$ cat src/rtl/npc_mem_pkg.sv
// Shared types and defaults for the NPC memory-port arbiter.
package npc_mem_pkg;

  localparam int DEF_ADDR_W = 64;
  localparam int DEF_DATA_W = 64;

  typedef enum logic [1:0] {
    IDLE = 2'd0,
    REQ  = 2'd1,
    WAIT = 2'd2
  } arb_state_t;

  typedef enum logic {
    OWN_IF = 1'b0,
    OWN_LS = 1'b1
  } owner_t;

endpackage

$ cat src/rtl/rr_arb2.sv
// Two-input round-robin grant; on a tie the requester not served last wins.
module rr_arb2
  import npc_mem_pkg::*;
(
  input  logic clk,
  input  logic rst,
  input  logic req_if,
  input  logic req_ls,
  input  logic update,
  output logic gnt_if,
  output logic gnt_ls
);

  owner_t last_grant;

  always_comb begin
    gnt_if = 1'b0;
    gnt_ls = 1'b0;
    if (req_if && req_ls) begin
      gnt_if = (last_grant == OWN_LS);
      gnt_ls = (last_grant == OWN_IF);
    end else begin
      gnt_if = req_if;
      gnt_ls = req_ls;
    end
  end

  always_ff @(posedge clk) begin
    if (rst) begin
      last_grant <= OWN_LS;
    end else if (update) begin
      last_grant <= gnt_ls ? OWN_LS : OWN_IF;
    end
  end

endmodule

$ cat src/rtl/mem_port_arbiter.sv
// Shares one memory port between instruction fetch and load/store, one
// transaction in flight, with a response timeout and sticky bus_err.
//
// state | meaning
// IDLE  | grant one upstream request and latch it
// REQ   | present the buffered request downstream until accepted
// WAIT  | await the memory response or the timeout
module mem_port_arbiter
  import npc_mem_pkg::*;
#(
  parameter int ADDR_W       = DEF_ADDR_W,
  parameter int DATA_W       = DEF_DATA_W,
  parameter int RESP_TIMEOUT = 255
) (
  input  logic                clk,
  input  logic                rst,
  input  logic                if_req_valid,
  output logic                if_req_ready,
  input  logic [ADDR_W-1:0]   if_req_addr,
  output logic                if_resp_valid,
  output logic [DATA_W-1:0]   if_resp_data,
  input  logic                ls_req_valid,
  output logic                ls_req_ready,
  input  logic [ADDR_W-1:0]   ls_req_addr,
  input  logic                ls_req_wen,
  input  logic [DATA_W-1:0]   ls_req_wdata,
  input  logic [DATA_W/8-1:0] ls_req_wmask,
  output logic                ls_resp_valid,
  output logic [DATA_W-1:0]   ls_resp_data,
  output logic                mem_req_valid,
  input  logic                mem_req_ready,
  output logic [ADDR_W-1:0]   mem_req_addr,
  output logic                mem_req_wen,
  output logic [DATA_W-1:0]   mem_req_wdata,
  output logic [DATA_W/8-1:0] mem_req_wmask,
  input  logic                mem_resp_valid,
  input  logic [DATA_W-1:0]   mem_resp_data,
  output logic                bus_err
);

  localparam int MASK_W = DATA_W / 8;
  localparam int CNT_W  = $clog2(RESP_TIMEOUT + 1);
  localparam logic [CNT_W-1:0] TO_CNT = CNT_W'(RESP_TIMEOUT);

  arb_state_t          state, state_d;
  logic [CNT_W-1:0]    cnt;
  owner_t              owner;
  logic [ADDR_W-1:0]   buf_addr;
  logic                buf_wen;
  logic [DATA_W-1:0]   buf_wdata;
  logic [MASK_W-1:0]   buf_wmask;
  logic                gnt_if, gnt_ls;
  logic                accept;
  logic                resp_fire, timeout;
  logic                resp_pulse;
  logic [DATA_W-1:0]   resp_data;

  // Reset gates the handshakes so nothing is accepted or delivered while it is held.
  assign accept = (state == IDLE) && !rst && (gnt_if || gnt_ls);

  rr_arb2 u_arb (
    .clk    (clk),
    .rst    (rst),
    .req_if (if_req_valid),
    .req_ls (ls_req_valid),
    .update (accept),
    .gnt_if (gnt_if),
    .gnt_ls (gnt_ls)
  );

  always_ff @(posedge clk) begin
    if (rst) begin
      state <= IDLE;
    end else begin
      state <= state_d;
    end
  end

  always_comb begin
    state_d   = state;
    resp_fire = 1'b0;
    timeout   = 1'b0;
    case (state)
      IDLE: begin
        if (accept) state_d = REQ;
      end
      REQ: begin
        if (mem_req_ready) state_d = WAIT;
      end
      WAIT: begin
        // A response on the timeout cycle wins over the abort.
        if (mem_resp_valid) begin
          resp_fire = 1'b1;
          state_d   = IDLE;
        end else if (cnt == TO_CNT) begin
          timeout = 1'b1;
          state_d = IDLE;
        end
      end
      default: state_d = IDLE;
    endcase
  end

  always_ff @(posedge clk) begin
    if (rst) begin
      cnt       <= '0;
      owner     <= OWN_IF;
      buf_addr  <= '0;
      buf_wen   <= 1'b0;
      buf_wdata <= '0;
      buf_wmask <= '0;
      bus_err   <= 1'b0;
    end else begin
      if (accept) begin
        owner     <= gnt_ls ? OWN_LS : OWN_IF;
        buf_addr  <= gnt_ls ? ls_req_addr : if_req_addr;
        buf_wen   <= gnt_ls && ls_req_wen;
        buf_wdata <= gnt_ls ? ls_req_wdata : '0;
        buf_wmask <= gnt_ls ? ls_req_wmask : '0;
      end
      if (state == REQ) begin
        cnt <= '0;
      end else if (state == WAIT && state_d == WAIT) begin
        cnt <= cnt + CNT_W'(1);
      end
      if (timeout) bus_err <= 1'b1;
    end
  end

  assign if_req_ready  = accept && gnt_if;
  assign ls_req_ready  = accept && gnt_ls;

  assign mem_req_valid = (state == REQ) && !rst;
  assign mem_req_addr  = buf_addr;
  assign mem_req_wen   = buf_wen;
  assign mem_req_wdata = buf_wdata;
  assign mem_req_wmask = buf_wmask;

  assign resp_pulse    = (resp_fire || timeout) && !rst;
  assign resp_data     = resp_fire ? mem_resp_data : '0;

  assign if_resp_valid = resp_pulse && (owner == OWN_IF);
  assign ls_resp_valid = resp_pulse && (owner == OWN_LS);
  assign if_resp_data  = if_resp_valid ? resp_data : '0;
  assign ls_resp_data  = ls_resp_valid ? resp_data : '0;

endmodule
$ cat config.mk
export PLATFORM = sky130hd
export DESIGN_NAME = mem_port_arbiter
export DESIGN_NICKNAME = d
export VERILOG_FILES = /design/src/rtl/npc_mem_pkg.sv /design/src/rtl/rr_arb2.sv /design/src/rtl/mem_port_arbiter.sv
export SDC_FILE = /design/constraint.sdc
export NUM_CORES = 1
export LEC_CHECK = 0
export ABC_AREA = 1
export BUFFER_PORTS_ARGS = -buffer_cell sky130_fd_sc_hd__buf_2
export CORE_AREA = 2 2 210 212
export DETAILED_ROUTE_END_ITERATION = 8
export DIE_AREA = 0 0 212 214
export PLACE_DENSITY = 0.4
export SKIP_CTS_REPAIR_TIMING = 1
export SYNTH_ARGS = -nofsm -noshare
export SYNTH_HDL_FRONTEND = slang
export SYNTH_SLANG_ARGS = --single-unit
$ cat constraint.sdc
create_clock -name clk -period 3.5 [get_ports clk]
set_clock_uncertainty 0.2 [all_clocks]
set_input_delay 0.7 -clock clk [delete_from_list [all_inputs] [get_ports clk]]
set_output_delay 0.7 -clock clk [all_outputs]
set_load 0.01 [all_outputs]
Word level (Yosys, flattened, before mapping)
Cells that the tools add are included.

operators by class
  $add $sub $neg = 1
  multiply operators = 0
  div/mod/pow operators = 0
  $lt $le $gt $ge = 0
  eq/ne operators = 4
  shift operators = 0
  mux-type cells = 19
  bitwise operators = 2
  reductions and logical operators = 16

operator list
  cell                   number
  $mux W64               5
  $logic_and A1 B1 Y1    11
  $add A8 B1 Y8 const B  1
  $eq A8 B8 Y1 const B   1
  $mux W1                8
  $mux W2                4
  $mux W8                1
  $pmux W2 S3            1
  $eq A2 B2 Y1 const B   2
  $eq A2 B1 Y1 const B   1
  $logic_not A2 Y1       1
  $logic_or A1 B1 Y1     2
  $not A1 Y1             2
  $reduce_or A2 Y1       1
  $logic_not A1 Y1       1

word-level totals
  register bits = 150
  latch bits = 0
  RAM bits = 0
  ROM bits = 0
  input port bits = 271
  output and inout port bits = 271
  logic and storage cells = 51
  memories kept = 0

Depth between registers and ports, before layout
Gate-level depths: netlist of the first run.

  depth after elaboration = 8
  depth in mapped cells = 9
  depth with buffers taken out = 8

Hierarchy
Synthesis of the first run repeated with hierarchy kept, for this count alone.

second synthesis, totals
  cells, all modules = 1218
  area total of the unflattened synthesis = 7790.0 µm²

by module, submodules not included
  module            times used  cells each  area each (µm²)  sequential area each (µm²)
  mem_port_arbiter  1           1209        7731.2           2982.9
  rr_arb2           1           9           58.8             20.0

Least setup slack after synthesis of the first run
OpenSTA, ideal clock, no wires.

  path type = input -> output
  start = in rst
  end = out ls_resp_data[4]
  data arrival time = 1.596 ns
  required time = 2.600 ns
  setup slack = 1.004 ns
  stages on the path = 6
  buffers on the path = 3
  cell sequence = buf_2 inv_2 buf_2 buf_1 nand4_1 inv_1

on the way
  word-level cells in the longest chain between the ends = 4

RTL lines
  element              line                     RTL
  start, declared      mem_port_arbiter.sv:16   input logic rst,
  $logic_not A1 Y1     mem_port_arbiter.sv:139  assign resp_pulse = (resp_fire || timeout) && !rst;
  $logic_and A1 B1 Y1  mem_port_arbiter.sv:139
  $logic_and A1 B1 Y1  mem_port_arbiter.sv:143  assign ls_resp_valid = resp_pulse && (owner == OWN_LS);
  $mux W64             mem_port_arbiter.sv:145  assign ls_resp_data = ls_resp_valid ? resp_data : '0;
  end, declared        mem_port_arbiter.sv:29   output logic [DATA_W-1:0] ls_resp_data,

Every way passes these cells.

Worst setup path in the final report of the first run
  start = reg state[0]
  end = out ls_resp_data[12]

on the way
  word-level cells in the longest chain between the ends = 6
  elaborated cells on any way between the ends = 8
  those cells by class = 1 x eq/ne; 4 x mux; 3 x reduce/logical

RTL lines
  element                 line                     RTL
  start, declared         mem_port_arbiter.sv:45   arb_state_t state, state_d;
  start signal, assigned  mem_port_arbiter.sv:75   state <= state_d;
  $eq A2 B2 Y1 (*)        mem_port_arbiter.sv:83   case (state)
  $mux W1                 mem_port_arbiter.sv:83
  $logic_or A1 B1 Y1      mem_port_arbiter.sv:139
  $logic_and A1 B1 Y1     mem_port_arbiter.sv:139
  $logic_and A1 B1 Y1     mem_port_arbiter.sv:143
  $mux W64 (*)            mem_port_arbiter.sv:145

Mark *: on every way between the ends. The rest lies on a longest branch, timed or not.

==> results of run 1 <==
-- registers in the layout, summed over array words and instances, names as in the netlist, 2 cells and up --
name / flops
mem_req_addr: 64
cnt: 8
mem_req_wdata: 64
state: 2
mem_req_wmask: 8
-- worst max-delay path, cell delays in order (launching register included) --
cell,delay (ns)
dfxtp_1,0.32
inv_1,0.10
nand2_1,0.13
nor2_4,0.46
buf_12,0.28
nand4_1,0.11
inv_1,0.08
buf_2,0.12
-- power groups by stage --
stage | registers (mW) | clock network [mW] | logic, mW
finish | 1.82 | 1.95 | 0.781
floorplan | 1.89 | 0 | 0.372
CTS | 1.82 | 2.03 | 0.802
global placement | 1.86 | 0 | 0.797
global route | 1.83 | 2.09 | 0.873
detailed placement | 1.86 | 0 | 0.800
-- metrics by stage --
| stage | cells | setup slack, ns | hold slack [ns] | area [sq um] | util [%] |
|---|---|---|---|---|---|
| 2_1_floorplan | 1214 | 1.00 | 0.262 | 7760 | - |
| 3_3_place_gp | 2251 | 0.648 | 0.249 | 11000 | 25.5 |
| 3_5_place_dp | 2251 | 0.619 | 0.253 | 11000 | 25.5 |
| 4_1_cts | 2283 | 0.475 | 0.263 | 11600 | 27.0 |
| 5_1_grt | 2288 | 0.292 | 0.274 | 11600 | 27.0 |
| 6_report | 2289 | 0.508 | 0.261 | 11600 | 27.0 |
-- layer usage --
metal | routed length [microns] | vias up | share of wire (%)
li1 | - | 4871 | -
met1 | 14000 | 4355 | 38
met2 | 17900 | 409 | 49
met3 | 3630 | 70 | 9.8
met4 | 1240 | 14 | 3.4
met5 | 84 | - | 0.23
-- cells in the final DEF, fill, tap and decap left out, drive strengths merged, types with 7 or more instances in the layout --
| cell type | n |
|---|---|
| clkbuf | 20 |
| nand3 | 78 |
| buf | 561 |
| inv | 146 |
| nand2 | 432 |
| clkinv | 7 |
| nand4 | 128 |
| a21oi | 150 |
| nor2 | 13 |
| dfxtp | 150 |
-- cell type report --
cell class | instances | area, sq um | area share (%)
Multi-Input combinational cell | 810 | 3720 | 32.1
Sequential cell | 150 | 3000 | 25.9
Tap cell | 585 | 732 | 6.32
Inverter | 145 | 549 | 4.74
Clock inverter | 12 | 149 | 1.29
Clock buffer | 20 | 467 | 4.03
Antenna cell | 6 | 15.0 | 0.130
Timing Repair Buffer | 561 | 2950 | 25.5
-- logic make-up (layout without fill, tap and decap cells) --
kind of cell	count (synthesis)	after routing	share of synthesized area, %
AND/OR/NAND/NOR	653	653	37.1
buffers and inverters	254	738	13.6
AO/OA/AOI/OAI	153	153	10.2
flip-flops	150	150	38.7
XOR/XNOR	3	3	0.339
adder cells (fa/ha/maj)	1	1	0.161
other	0	6	0
-- final timing paths --
path                                        from                to  slack (ns)  cells after the start
worst max register to register          state[0]  mem_req_addr[36]        1.38                      7
worst min-delay path            mem_req_addr[20]  mem_req_addr[20]        0.26                      2
worst max-delay path                    state[0]  ls_resp_data[12]        0.51                      7
worst min register to register  mem_req_addr[20]  mem_req_addr[20]        0.26                      2
==> summary.md, run 1 <==
| Metric | Value |
|---|---|
| Status | `completed` |
| Cell taking the most area after synthesis | `dfxtp_1` |
| Final setup fails | `0` |
| Die area | `45400 sq um` |
| Worst Setup End Kind | `output pin` |
| Top-area cell type share of the netlist area | `38.7%` |
| Share of layout cells above drive strength 1 | `35.5%` |
| LEAKAGE | `6.68 nW` |
| Std-Cell Core Area | `42900 sq um` |
| Logic pwr share | `17.1%` |
| Sequential area share after synthesis | `38.7%` |
| Fin. Hold Viols | `0` |
| Gr busiest metal | `met2` |
| First-pass GRT wire length | `55.3 mm` |
| CTS Buffer Depth | `2` |
| CTS root buffer | `clkbuf_16` |
| Req. time, crit path | `2.60 ns` |
| Post-synth cell types | `22` |
| Top cells by count, synth | `nand2_1, dfxtp_1, a21oi_1` |
| Post-DP HPWL | `27.6 mm` |
| Via count | `9719` |
| Fraction of registers with async set or reset after synthesis | `0%` |
| Total nets after synthesis | `1486` |
| Post-layout nets | `1957` |
| Top-count cell post-synth | `nand2_1` |
| Clock share of power | `42.8%` |
| Vias per cell | `4.25` |
| Hold Crit Class | `reg -> reg` |
| Synth Cell Area | `7760 sq um` |
| Drt first pass iters | `5` |
| IO Count | `542` |
| Die height | `214 microns` |
| Sw Ratio | `28.8%` |
| Ranking of synthesized cells by area | `dfxtp_1, nand2_1, nand4_1` |
| Setup_tns | `0 ns` |
| VDD IR-drop max | `0.374 mV` |
| Routing usage on met1 | `16.4%` |
| Max_cap viols | `0` |
| Post-route ant nets | `0` |
| Worst skew pair latency | `0.44 ns` |
| Routed wire per std cell | `16.1 microns` |
| Placer Congestion | `0.824` |
| Period minus WS final | `2.99 ns` |
| Port bufs | `541` |
| # DRC | `0` |
| Slew Limit Fails | `0` |
| DRT Wirelength | `36.9 mm` |
| Iter 0 DRT Violations | `397` |
| Fill count | `4925` |
| Gr usage total | `15.8%` |
| Initial antenna violation count | `21` |
| Cells after Synth | `1214` |
| Type of the worst setup path | `reg -> out` |
| Reg clk slew, reported paths | `0.06 ns` |
| Area grow syn2layout | `49.3%` |
| CP startpoint kind | `flop` |
| TritonCTS clock tree | `built` |
| Ys Warns | `0` |
| Max-Slew Margin vs Limit | `35.8%` |
| Largest net degree at the start of global routing | `136` |
| GRT met2 Usage | `27.3%` |
| Sw Pwr | `1.31 mW` |
| Period utilization | `85.5%` |
| Internal | `3.24 mW` |
| Number of synthesized flops with an enable pin | `0` |
| CP max FO | `46` |
| Sequential Power Share | `40.0%` |
| Slew @ Worst Pin | `0.963 ns` |
| Vias in the first global route | `9494` |
| Htree depth | `4` |
| Grt met3 use | `6.83%` |
| Cell area power density | `393 nW/um^2` |
| RSZ-0062 raised after global routing | `no` |
| Row count | `76` |
| Remaining global-route overflow | `0` |
| Synth Register Bits | `150` |
| Power consumption | `4.55 mW` |
| Sink Count | `150` |
| Initial Util | `18.1%` |
| Crit path DAT | `2.09 ns` |
| Max Clk Rate | `334 MHz` |
| TritonCTS Buffers | `17` |
| Die Width | `212 microns` |
| Ys flop type | `dfxtp_1` |
| Synthesized area per cell | `6.39 sq um` |
Note: power is estimated with default switching activity, not from simulation.
==> run 2: changes to the inputs <==
--- a/config.mk
+++ b/config.mk
@@ -14,4 +14,5 @@
 export SKIP_CTS_REPAIR_TIMING = 1
 export SYNTH_ARGS = -nofsm -noshare
 export SYNTH_HDL_FRONTEND = slang
+export SYNTH_HIERARCHICAL = 1
 export SYNTH_SLANG_ARGS = --single-unit
==> run 2 against run 1 <==
  * Clock power shrank 8%
  * Power is 1.7% lower
  * Largest power group is now registers
  * Critical path depth increased by 1
  * Highest routed layer unchanged
  * Largest cell class unchanged
  * Critical endpoint is now if_resp_data[51]
==> summary.md, run 2 <==
| Metric | Value |
|---|---|
| Status | `completed` |
| LEAKAGE | `6.65 nW (-0.38%)` |
| Most common cell after layout, fill and taps aside | `buf_2` |
| CP max FO | `21 (-54%)` |
| Slew Limit Fails | `0 (unchanged)` |
| Post-layout nets | `1962 (+0.26%)` |
| Ranking of synthesized cells by area | `dfxtp_1, nand2_1, nand4_1` |
| Reg clk slew, reported paths | `0.06 ns (about the same)` |
| Port bufs | `541 (unchanged)` |
| VDD IR-drop max | `0.354 mV (-5.6%)` |
| Flop2flop setup slack | `1.12 ns (-0.26 ns)` |
| Sequential Power Share | `40.8% (+0.8 points)` |
| Internal | `3.11 mW (-4.0%)` |
| IO Count | `542 (unchanged)` |
| Type of the worst setup path | `reg -> out` |
| Power consumption | `4.48 mW (-1.7%)` |
| Clock share of power | `40.2% (-2.6 points)` |
| Drt first pass iters | `4 (-1)` |
| CTS root buffer | `clkbuf_16` |
| Critical path endpoint | `if_resp_data[51]` |
| Die area | `45400 sq um (unchanged)` |
| Top-count cell post-synth | `nand2_1` |
| Post-synth cell types | `23 (+4.5%)` |
| Iter 0 DRT Violations | `448 (+13%)` |
| Worst Setup End Kind | `output pin` |
| First-pass GRT wire length | `55.7 mm (+0.79%)` |
| Ys Warns | `6 (+6)` |
| Die height | `214 microns (unchanged)` |
| Cell area power density | `387 nW/um^2 (-1.7%)` |
| Vias in the first global route | `9430 (-0.67%)` |
| Row count | `76 (unchanged)` |
| # DRC | `0 (unchanged)` |
| Sw Ratio | `30.5% (+1.7 points)` |
| Crit path DAT | `2.06 ns (-0.03 ns)` |
| Htree depth | `4 (unchanged)` |
| Period minus WS final | `2.96 ns (-0.0357 ns)` |
| Synth Register Bits | `150 (unchanged)` |
| Max_cap viols | `0 (unchanged)` |
| Cell taking the most area after synthesis | `dfxtp_1` |
| Worst skew pair latency | `0.45 ns (about the same)` |
| Max-Slew Margin vs Limit | `44.9% (+9.1 points)` |
| Placer Congestion | `0.845 (+2.5%)` |
| Depth of the most critical reg-to-reg path | `9 (+2)` |
| Fraction of registers with async set or reset after synthesis | `0% (unchanged)` |
| Period utilization | `84.5% (-1.0 points)` |
| CTS Buffer Depth | `2 (unchanged)` |
| Worst setup path start | `state[0]` |
| Worst hold margin | `0.260 ns (-0.00119 ns)` |
| Vias per cell | `4.25 (+0.19%)` |
| RSZ-0062 raised after global routing | `no` |
| Synthesized area per cell | `6.40 sq um (about the same)` |
| Post-DP HPWL | `27.9 mm (+1.2%)` |
| Fin. Hold Viols | `0 (unchanged)` |
| Logic pwr share | `19.0% (+1.9 points)` |
| Gr usage total | `16.0% (+0.20 points)` |
| DRT Wirelength | `37.4 mm (+1.4%)` |
| Share of layout cells above drive strength 1 | `35.2% (-0.22 points)` |
| Ys flop type | `dfxtp_1` |
| Top cells by count, synth | `nand2_1, dfxtp_1, a21oi_1, inv_1, nand4_1` |
| Std-Cell Core Area | `42900 sq um (unchanged)` |
| Commonest cells after routing, fill and taps aside | `buf_2, nand2_1, dfxtp_1, a21oi_1, inv_1` |
| Slew @ Worst Pin | `0.827 ns (-0.136 ns)` |
| Max Clk Rate | `338 MHz (+1.2%)` |
| Worst R2R End | `mem_req_wdata[24]` |
| Req. time, crit path | `2.60 ns (about the same)` |
| Die Width | `212 microns (unchanged)` |
| Initial antenna violation count | `20 (-4.8%)` |
| Post-route ant nets | `0 (unchanged)` |
| Area grow syn2layout | `48.7%` |
| Reg-to-Reg Start | `u_arb/last_grant` |
| Hold Crit Class | `in -> reg` |
| Number of synthesized flops with an enable pin | `0 (unchanged)` |
| Sequential area share after synthesis | `38.5% (-0.15 points)` |
| Via count | `9759 (+0.41%)` |
| Remaining global-route overflow | `0 (unchanged)` |
| Top-area cell type share of the netlist area | `38.5% (-0.15 points)` |
| Initial Util | `18.2% (+0.070 points)` |
| Final setup fails | `0 (unchanged)` |
| Synth Cell Area | `7790 sq um (+0.39%)` |
| Setup_tns | `0 ns (unchanged)` |
| CP startpoint kind | `flop` |
| TritonCTS clock tree | `built` |
| Sink Count | `150 (unchanged)` |
| Cells after Synth | `1218 (+0.33%)` |
| TritonCTS Buffers | `17 (unchanged)` |
| Routed wire per std cell | `16.3 microns (+1.2%)` |
| Sw Pwr | `1.37 mW (+4.1%)` |
| Largest net degree at the start of global routing | `140 (+2.9%)` |
| Total nets after synthesis | `1490 (+0.27%)` |
[run 2: changes by cell type after synthesis, sizes merged, moves of 2 or more]
cell,previous run,this run
nor2,13,19
o21ai,0,2
nand2,432,427
inv,145,148
a21oi,150,146
[run 2: layout make-up]
cell class	count	area, sq um
diodes	6	15.0
fillers	4949	31300
repair buffers	563	3000
flip-flops and latches	150	3000
inverters	148	559
clock inverters	9	95.1
multi-input cells	810	3710
well taps	585	732
clock buffers	23	468
[run 2: kinds of logic after synthesis]
family | Yosys count | share of synthesized area (%)
simple gates | 655 | 37.1
buf+inv | 258 | 14.1
compound gates | 151 | 9.80
flops | 150 | 38.5
xor+xnor | 3 | 0.337
fa+ha+maj | 1 | 0.161
[run 2: stage by stage]
| stage | setup WS [ns] | utilization [%] | instance area [sq um] | instances |
|---|---|---|---|---|
| 2_1_floorplan | 0.988 | - | 7790 | 1218 |
| 3_3_place_gp | 0.611 | 25.7 | 11000 | 2256 |
| 3_5_place_dp | 0.585 | 25.7 | 11000 | 2256 |
| 4_1_cts | 0.489 | 27.0 | 11600 | 2288 |
| 5_1_grt | 0.334 | 27.0 | 11600 | 2292 |
| 6_report | 0.544 | 27.0 | 11600 | 2294 |
[run 2: critical path: stages (launching register included)]
cell and delay (ns):
dfxtp_1 0.34, inv_1 0.06, nand2_1 0.13, nor2_4 0.30, buf_4 0.30, buf_4 0.19
nand4_1 0.08, inv_1 0.07, buf_2 0.12
[run 2: power by group through the flow]
stage	clock network [mW]	registers [mW]	logic (mW)
final	1.80	1.83	0.849
after global routing	1.93	1.84	0.945
after CTS	1.87	1.83	0.872
after detailed placement	0	1.87	0.870
after global placement	0	1.86	0.870
after floorplan	0	1.90	0.418
[run 2: how the worst min path moves through the flow]
stage / startpoint / end / slack, ns / cells after the start
final: mem_req_ready / state[0] / 0.26 / 2
after global routing: mem_req_ready / state[0] / 0.24 / 2
after CTS: mem_req_ready / state[0] / 0.23 / 2
after floorplan: u_arb/last_grant / u_arb/last_grant / 0.25 / 2
after global placement: mem_req_wdata[40] / mem_req_wdata[40] / 0.25 / 2
after detailed placement: mem_req_addr[35] / mem_req_addr[35] / 0.25 / 2
[run 2: routing by layer]
metal	GRT usage [%]	up-vias	wire length, microns
met3	6.14	52	3470
met1	16.7	4407	14000
met5	0	-	32
met4	5.21	6	661
li1	-	4874	-
met2	29.2	420	19300
